File: src/rtl/uart_tx_param.sv
// Parametrised UART transmitter: 5..MAX_DATA_BITS data bits, none/even/odd parity, 1 or 2 stop bits.
// A valid/ready handshake latches payload and line config; a one-cycle done pulse marks the frame end.
module uart_tx_param #(
  parameter int MAX_DATA_BITS = 8,
  parameter int CPB_WIDTH     = 16
) (
  input  logic                     i_Clock,
  input  logic                     i_Reset,
  input  logic [CPB_WIDTH-1:0]     i_Clocks_per_Bit,
  input  logic [3:0]               i_Data_Bits,
  input  logic [1:0]               i_Parity_Mode,
  input  logic                     i_Two_Stop,
  input  logic                     i_Tx_Valid,
  input  logic [MAX_DATA_BITS-1:0] i_Tx_Data,
  output logic                     o_Tx_Ready,
  output logic                     o_Tx_Serial,
  output logic                     o_Tx_Active,
  output logic                     o_Tx_Done
);

  localparam logic [3:0] MAX_NB = 4'(MAX_DATA_BITS);

  typedef enum logic [2:0] {
    S_IDLE   = 3'd0,
    S_START  = 3'd1,
    S_DATA   = 3'd2,
    S_PARITY = 3'd3,
    S_STOP   = 3'd4,
    S_DONE   = 3'd5
  } state_e;

  function automatic logic [MAX_DATA_BITS-1:0] width_mask(input logic [3:0] n);
    logic [MAX_DATA_BITS-1:0] m;
    for (int i = 0; i < MAX_DATA_BITS; i++) begin
      m[i] = (4'(i) < n);
    end
    return m;
  endfunction

  function automatic logic even_parity(input logic [MAX_DATA_BITS-1:0] d);
    return ^d;
  endfunction

  state_e                   state_q, state_d;
  logic [CPB_WIDTH-1:0]     cnt_q, cnt_d;
  logic [CPB_WIDTH-1:0]     cpb_m1_q, cpb_m1_d;
  logic [3:0]               idx_q, idx_d;
  logic [3:0]               nbits_q, nbits_d;
  logic [MAX_DATA_BITS-1:0] shift_q, shift_d;
  logic                     par_en_q, par_en_d;
  logic                     par_bit_q, par_bit_d;
  logic                     two_stop_q, two_stop_d;
  logic                     serial_q, serial_d;
  logic                     ready_q, ready_d;
  logic                     active_q, active_d;
  logic                     done_q, done_d;

  logic [3:0]               nbits_s;
  logic [CPB_WIDTH-1:0]     cpb_m1_s;
  logic [MAX_DATA_BITS-1:0] payload_s;
  logic                     accept_s;
  logic                     bit_end_s;

  // Clamp the incoming configuration to legal values before it is latched.
  always_comb begin
    if (i_Data_Bits < 4'd5) begin
      nbits_s = 4'd5;
    end else if (i_Data_Bits > MAX_NB) begin
      nbits_s = MAX_NB;
    end else begin
      nbits_s = i_Data_Bits;
    end
    if (i_Clocks_per_Bit == '0) begin
      cpb_m1_s = '0;
    end else begin
      cpb_m1_s = i_Clocks_per_Bit - CPB_WIDTH'(1);
    end
  end

  assign payload_s = i_Tx_Data & width_mask(nbits_s);
  assign accept_s  = i_Tx_Valid && ready_q;
  assign bit_end_s = (cnt_q == cpb_m1_q);

  // Next-state and next-output logic; outputs are registered with the state.
  always_comb begin
    state_d    = state_q;
    cnt_d      = cnt_q;
    idx_d      = idx_q;
    shift_d    = shift_q;
    nbits_d    = nbits_q;
    cpb_m1_d   = cpb_m1_q;
    par_en_d   = par_en_q;
    par_bit_d  = par_bit_q;
    two_stop_d = two_stop_q;
    serial_d   = serial_q;
    ready_d    = ready_q;
    active_d   = active_q;
    done_d     = 1'b0;
    case (state_q)
      S_IDLE, S_DONE: begin
        serial_d = 1'b1;
        ready_d  = 1'b1;
        active_d = 1'b0;
        if (accept_s) begin
          state_d    = S_START;
          cnt_d      = '0;
          idx_d      = 4'd0;
          shift_d    = payload_s;
          nbits_d    = nbits_s;
          cpb_m1_d   = cpb_m1_s;
          par_en_d   = (i_Parity_Mode == 2'b01) || (i_Parity_Mode == 2'b10);
          par_bit_d  = even_parity(payload_s) ^ (i_Parity_Mode == 2'b10);
          two_stop_d = i_Two_Stop;
          serial_d   = 1'b0;
          ready_d    = 1'b0;
          active_d   = 1'b1;
        end else begin
          state_d = S_IDLE;
        end
      end
      S_START: begin
        if (bit_end_s) begin
          state_d  = S_DATA;
          cnt_d    = '0;
          idx_d    = 4'd0;
          serial_d = shift_q[0];
          shift_d  = shift_q >> 4'd1;
        end else begin
          cnt_d = cnt_q + CPB_WIDTH'(1);
        end
      end
      S_DATA: begin
        if (bit_end_s) begin
          cnt_d = '0;
          if (idx_q == nbits_q - 4'd1) begin
            idx_d = 4'd0;
            if (par_en_q) begin
              state_d  = S_PARITY;
              serial_d = par_bit_q;
            end else begin
              state_d  = S_STOP;
              serial_d = 1'b1;
            end
          end else begin
            idx_d    = idx_q + 4'd1;
            serial_d = shift_q[0];
            shift_d  = shift_q >> 4'd1;
          end
        end else begin
          cnt_d = cnt_q + CPB_WIDTH'(1);
        end
      end
      S_PARITY: begin
        if (bit_end_s) begin
          state_d  = S_STOP;
          cnt_d    = '0;
          idx_d    = 4'd0;
          serial_d = 1'b1;
        end else begin
          cnt_d = cnt_q + CPB_WIDTH'(1);
        end
      end
      S_STOP: begin
        if (bit_end_s) begin
          cnt_d = '0;
          // idx counts completed stop bits; the last one hands over to DONE
          if (idx_q == {3'd0, two_stop_q}) begin
            state_d  = S_DONE;
            idx_d    = 4'd0;
            serial_d = 1'b1;
            done_d   = 1'b1;
            ready_d  = 1'b1;
            active_d = 1'b0;
          end else begin
            idx_d = idx_q + 4'd1;
          end
        end else begin
          cnt_d = cnt_q + CPB_WIDTH'(1);
        end
      end
      default: begin
        state_d  = S_IDLE;
        cnt_d    = '0;
        idx_d    = 4'd0;
        serial_d = 1'b1;
        ready_d  = 1'b1;
        active_d = 1'b0;
      end
    endcase
  end

  // State, datapath and output registers; reset aborts any frame immediately.
  always_ff @(posedge i_Clock or posedge i_Reset) begin
    if (i_Reset) begin
      state_q    <= S_IDLE;
      cnt_q      <= '0;
      cpb_m1_q   <= '0;
      idx_q      <= 4'd0;
      nbits_q    <= MAX_NB;
      shift_q    <= '0;
      par_en_q   <= 1'b0;
      par_bit_q  <= 1'b0;
      two_stop_q <= 1'b0;
      serial_q   <= 1'b1;
      ready_q    <= 1'b1;
      active_q   <= 1'b0;
      done_q     <= 1'b0;
    end else begin
      state_q    <= state_d;
      cnt_q      <= cnt_d;
      cpb_m1_q   <= cpb_m1_d;
      idx_q      <= idx_d;
      nbits_q    <= nbits_d;
      shift_q    <= shift_d;
      par_en_q   <= par_en_d;
      par_bit_q  <= par_bit_d;
      two_stop_q <= two_stop_d;
      serial_q   <= serial_d;
      ready_q    <= ready_d;
      active_q   <= active_d;
      done_q     <= done_d;
    end
  end

  assign o_Tx_Serial = serial_q;
  assign o_Tx_Ready  = ready_q;
  assign o_Tx_Active = active_q;
  assign o_Tx_Done   = done_q;

endmodule
File: config.mk
export PLATFORM = sky130hd
export DESIGN_NAME = uart_tx_param
export DESIGN_NICKNAME = d
export VERILOG_FILES = /design/src/rtl/uart_tx_param.sv
export SDC_FILE = /design/constraint.sdc
export NUM_CORES = 1
export LEC_CHECK = 0
export CORE_MARGIN = 1.5
export CORE_UTILIZATION = 61
export CTS_BUF_LIST = sky130_fd_sc_hd__clkbuf_16
export DETAILED_ROUTE_END_ITERATION = 8
export PLACE_DENSITY = 0.95
export SLEW_MARGIN = 0
export SYNTH_ARGS = -nofsm -noshare
export SYNTH_HDL_FRONTEND = slang
export SYNTH_SLANG_ARGS = --single-unit
File: constraint.sdc
create_clock -name i_Clock -period 5.45 [get_ports i_Clock]
set_clock_uncertainty 0.1 [all_clocks]
set_input_delay 0.545 -clock i_Clock [delete_from_list [all_inputs] [get_ports i_Clock]]
set_output_delay 0.545 -clock i_Clock [all_outputs]
set_load 0.1 [all_outputs]
==> impl_metrics.py <==
metrics = {
    "placed_design": {
        "place.detailed.hpwl_mm": 5.349,
        "placedInstanceArea_mm2": 0.003860,
        "buffer_ports.inserted": 37,
        "gp_congestion": 0.8428,
        "dp_slack_ns": 1.800,
        "cell_total_after_placement": 465,
    },
    "yosys": {
        "post_synth_most_frequent_cells": "sky130_fd_sc_hd__dfrtp_1 (55), sky130_fd_sc_hd__nand2_1 (47), sky130_fd_sc_hd__nor2_1 (32), sky130_fd_sc_hd__xor2_1 (30)",
        "yosysTopAreaCell": "sky130_fd_sc_hd__dfrtp_1",
        "synth_ff_type": "sky130_fd_sc_hd__dfrtp_1",
        "largest_cells_by_area_after_synthesis": "sky130_fd_sc_hd__dfrtp_1 (40%), sky130_fd_sc_hd__xor2_1 (7.6%), sky130_fd_sc_hd__xnor2_1 (6.3%)",
        "synthCells": 369,
        "syn-num-nets": 408,
        "synthMostInstantiatedCell": "sky130_fd_sc_hd__dfrtp_1",
        "synth_async_sr_flop_share_pct": 100.0,
        "synthesis.area_per_instance_um2": 9.345,
        "synth-seq-cells": 58,
        "ys.warnings.count": 0,
        "synth.top_cell.area_share_pct": 39.91,
        "synth-edff-count": 0,
        "yosys.cell_types.count": 48,
        "syn_area_mm2": 0.003448,
        "seq_area_frac_synth_pct": 42.20,
    },
    "floorplanning": {
        "start_util_pct": 63.01,
        "fp.coreArea_mm2": 0.005473,
        "die_w_um": 78.19,
        "floorplan.rows": 27,
        "die-height_um": 78.19,
        "dieArea_mm2": 0.006113,
        "boundaryPins": 38,
    },
    "clocking": {
        "postCtsResizedCells": 0,
        "post_cts_setup_inserts": 0,
        "clock_sink_count": 58,
        "cts-buffers-inserted": 9,
        "insertion_delay_ns": 0.34,
        "clock_path_buffers": 2,
        "cts_max_level": 3,
        "worst_setup_hold_path_clk_slew_ns": 0.05,
        "tritoncts": "yes",
        "cts_root_buffer": "sky130_fd_sc_hd__clkbuf_16",
        "postCtsHoldBufs": 0,
    },
    "final_layout": {
        "fin_util_pct": 76.20,
        "finalNetCount": 443,
        "antenna-diode-count": 0,
        "layout.cell_area.non_filler_mm2": 0.004170,
        "final_cell_count_no_fill": 481,
        "flow.area_growth_from_synthesis_pct": 20.94,
        "share_of_final_layout_standard_cells_stronger_than_drive_strength_1_pct": 12.22,
    },
    "setup_path": {
        "rr_worst_depth": 5,
        "cp_data_arrival_time_ns": 3.42,
        "crit_path_max_fanout": 14,
        "startpoint_type": "primary input",
        "worst-endpoint-required_ns": 5.52,
        "capturing_element_type_of_the_critical_path": "flop",
        "crit_type": "primary input to flop",
    },
    "timing": {
        "finalSetupTns_ns": 0,
        "final.min_clock_period_ns": 3.353,
        "whs_ns": 0.3819,
        "timing_worst_slew_pin_value_ns": 1.242,
        "headroom_to_the_max_slew_limit_pct": 16.54,
        "hold_viol_final": 0,
        "final_min_period_over_clock_period_pct": 61.52,
        "setup_slack_ns": 2.097,
        "setup_failing_eps_final": 0,
        "final-max-slew-violation-count": 0,
        "clock.fmax_mhz": 298.3,
        "grt_setup_unrepaired": "false",
    },
    "grt": {
        "residual_overflow_from_global_routing": 0,
        "grt_antenna_before_repair": 0,
        "first_pass_grt_wire_length_mm": 13.86,
        "first_global_vias": 2919,
        "largest_net_degree_at_the_start_of_global_routing": 59,
        "track_usage_pct": 29.67,
    },
    "power": {
        "power_leakage_nw": 1.876,
        "power_mw": 1.088,
        "vdd.ir_drop.worst_v": 0.0002431,
        "cellPowerDensity_mw_per_mm2": 260.8,
    },
    "hold_path": {
        "holdCritPathClass": "flop to flop",
        "min_delay_path_depth": 2,
    },
    "detailed_routing": {
        "detail_route.wirelength_mm": 8.162,
        "detail_route.wl_per_cell_um": 16.97,
        "first_iter_violations": 270,
        "postRouteAntennaNets": 0,
        "vias": 2908,
        "drt_first_pass_iters": 5,
        "drt-vias-per-instance": 6.046,
        "remaining_drc_errors": 0,
    },
    "run_status": {
        "status": "finished clean",
    },
    "job": {
        "cap_violations": 0,
    },
}
-- registers in the layout (all words and copies together), names as in the netlist, 3 cells and up --
register and count:
shift_q 8, nbits_q 4, cnt_q 16, cpb_m1_q 16, state_q 3, idx_q 4
-- power by group --
group / total (mW) / switching, mW / internal (mW)
combinational: 0.0658 / 0.0314 / 0.0344
sequential: 0.431 / 0 / 0.431
clock: 0.591 / 0.196 / 0.394
total: 1.09 / 0.228 / 0.860
-- worst paths after layout --
| kind | startpoint | endpoint | slack (ns) |
|---|---|---|---|
| min in group asynchronous | i_Reset | cpb_m1_q[0] | 0.63 |
| worst max register to register | cnt_q[0] | shift_q[6] | 2.47 |
| worst min register to register | nbits_q[3] | nbits_q[3] | 0.38 |
| max in group asynchronous | i_Reset | shift_q[0] | 4.13 |
| worst max-delay path | i_Clocks_per_Bit[6] | cpb_m1_q[11] | 2.10 |
| worst min-delay path | nbits_q[3] | nbits_q[3] | 0.38 |
-- critical path, stage by stage --
cell and delay [ns]:
sky130_fd_sc_hd__clkdlybuf4s50_1 0.48, sky130_fd_sc_hd__or4_4 0.53, sky130_fd_sc_hd__or4_4 0.45, sky130_fd_sc_hd__or4_4 0.45, sky130_fd_sc_hd__o31ai_4 0.70, sky130_fd_sc_hd__o21ai_0 0.25
-- layout by cell type (no fill, tap or decap), types with 7 or more instances in the layout --
cell,instances
sky130_fd_sc_hd__dfrtp_1,55
sky130_fd_sc_hd__nand2_1,47
sky130_fd_sc_hd__clkdlybuf4s50_1,37
sky130_fd_sc_hd__nor2_1,32
sky130_fd_sc_hd__xor2_1,30
sky130_fd_sc_hd__xnor2_1,25
sky130_fd_sc_hd__o21ai_0,25
sky130_fd_sc_hd__inv_1,14
sky130_fd_sc_hd__mux2_2,14
sky130_fd_sc_hd__nand3_1,10
sky130_fd_sc_hd__a21oi_1,10
sky130_fd_sc_hd__o21ai_2,10
sky130_fd_sc_hd__clkbuf_16,9
sky130_fd_sc_hd__nor3_1,8
sky130_fd_sc_hd__nor4_1,7
-- kinds of logic (layout without fill, tap and decap cells) --
group,count (synthesis),in the layout,share of synthesized area (%)
mux,20,20,6.314
fa+ha+maj,6,6,2.105
compound gates,65,65,12.63
xor+xnor,56,56,14.62
simple gates,135,135,18.76
buf+inv,29,69,3.374
flops,58,58,42.20
-- area by class of cell --
| cell class | instances | area, um2 |
|---|---|---|
| multi-input cells | 282 | 1877 |
| flip-flops and latches | 58 | 1455 |
| fillers | 341 | 1303 |
| repair buffers | 39 | 385.4 |
| clock buffers | 9 | 225.2 |
| well taps | 72 | 90.09 |
| clock inverters | 7 | 85.08 |
| inverters | 14 | 52.55 |
-- per-layer routing --
layer | vias up | routed length [um] | global-route usage (%)
li1 | 1349 | - | -
met1 | 1421 | 3356 | 37.41
met2 | 108 | 4043 | 48.00
met3 | 30 | 471 | 5.581
met4 | 0 | 291 | 16.79
met5 | - | 0 | 0
(Power assumes the default switching activity.)
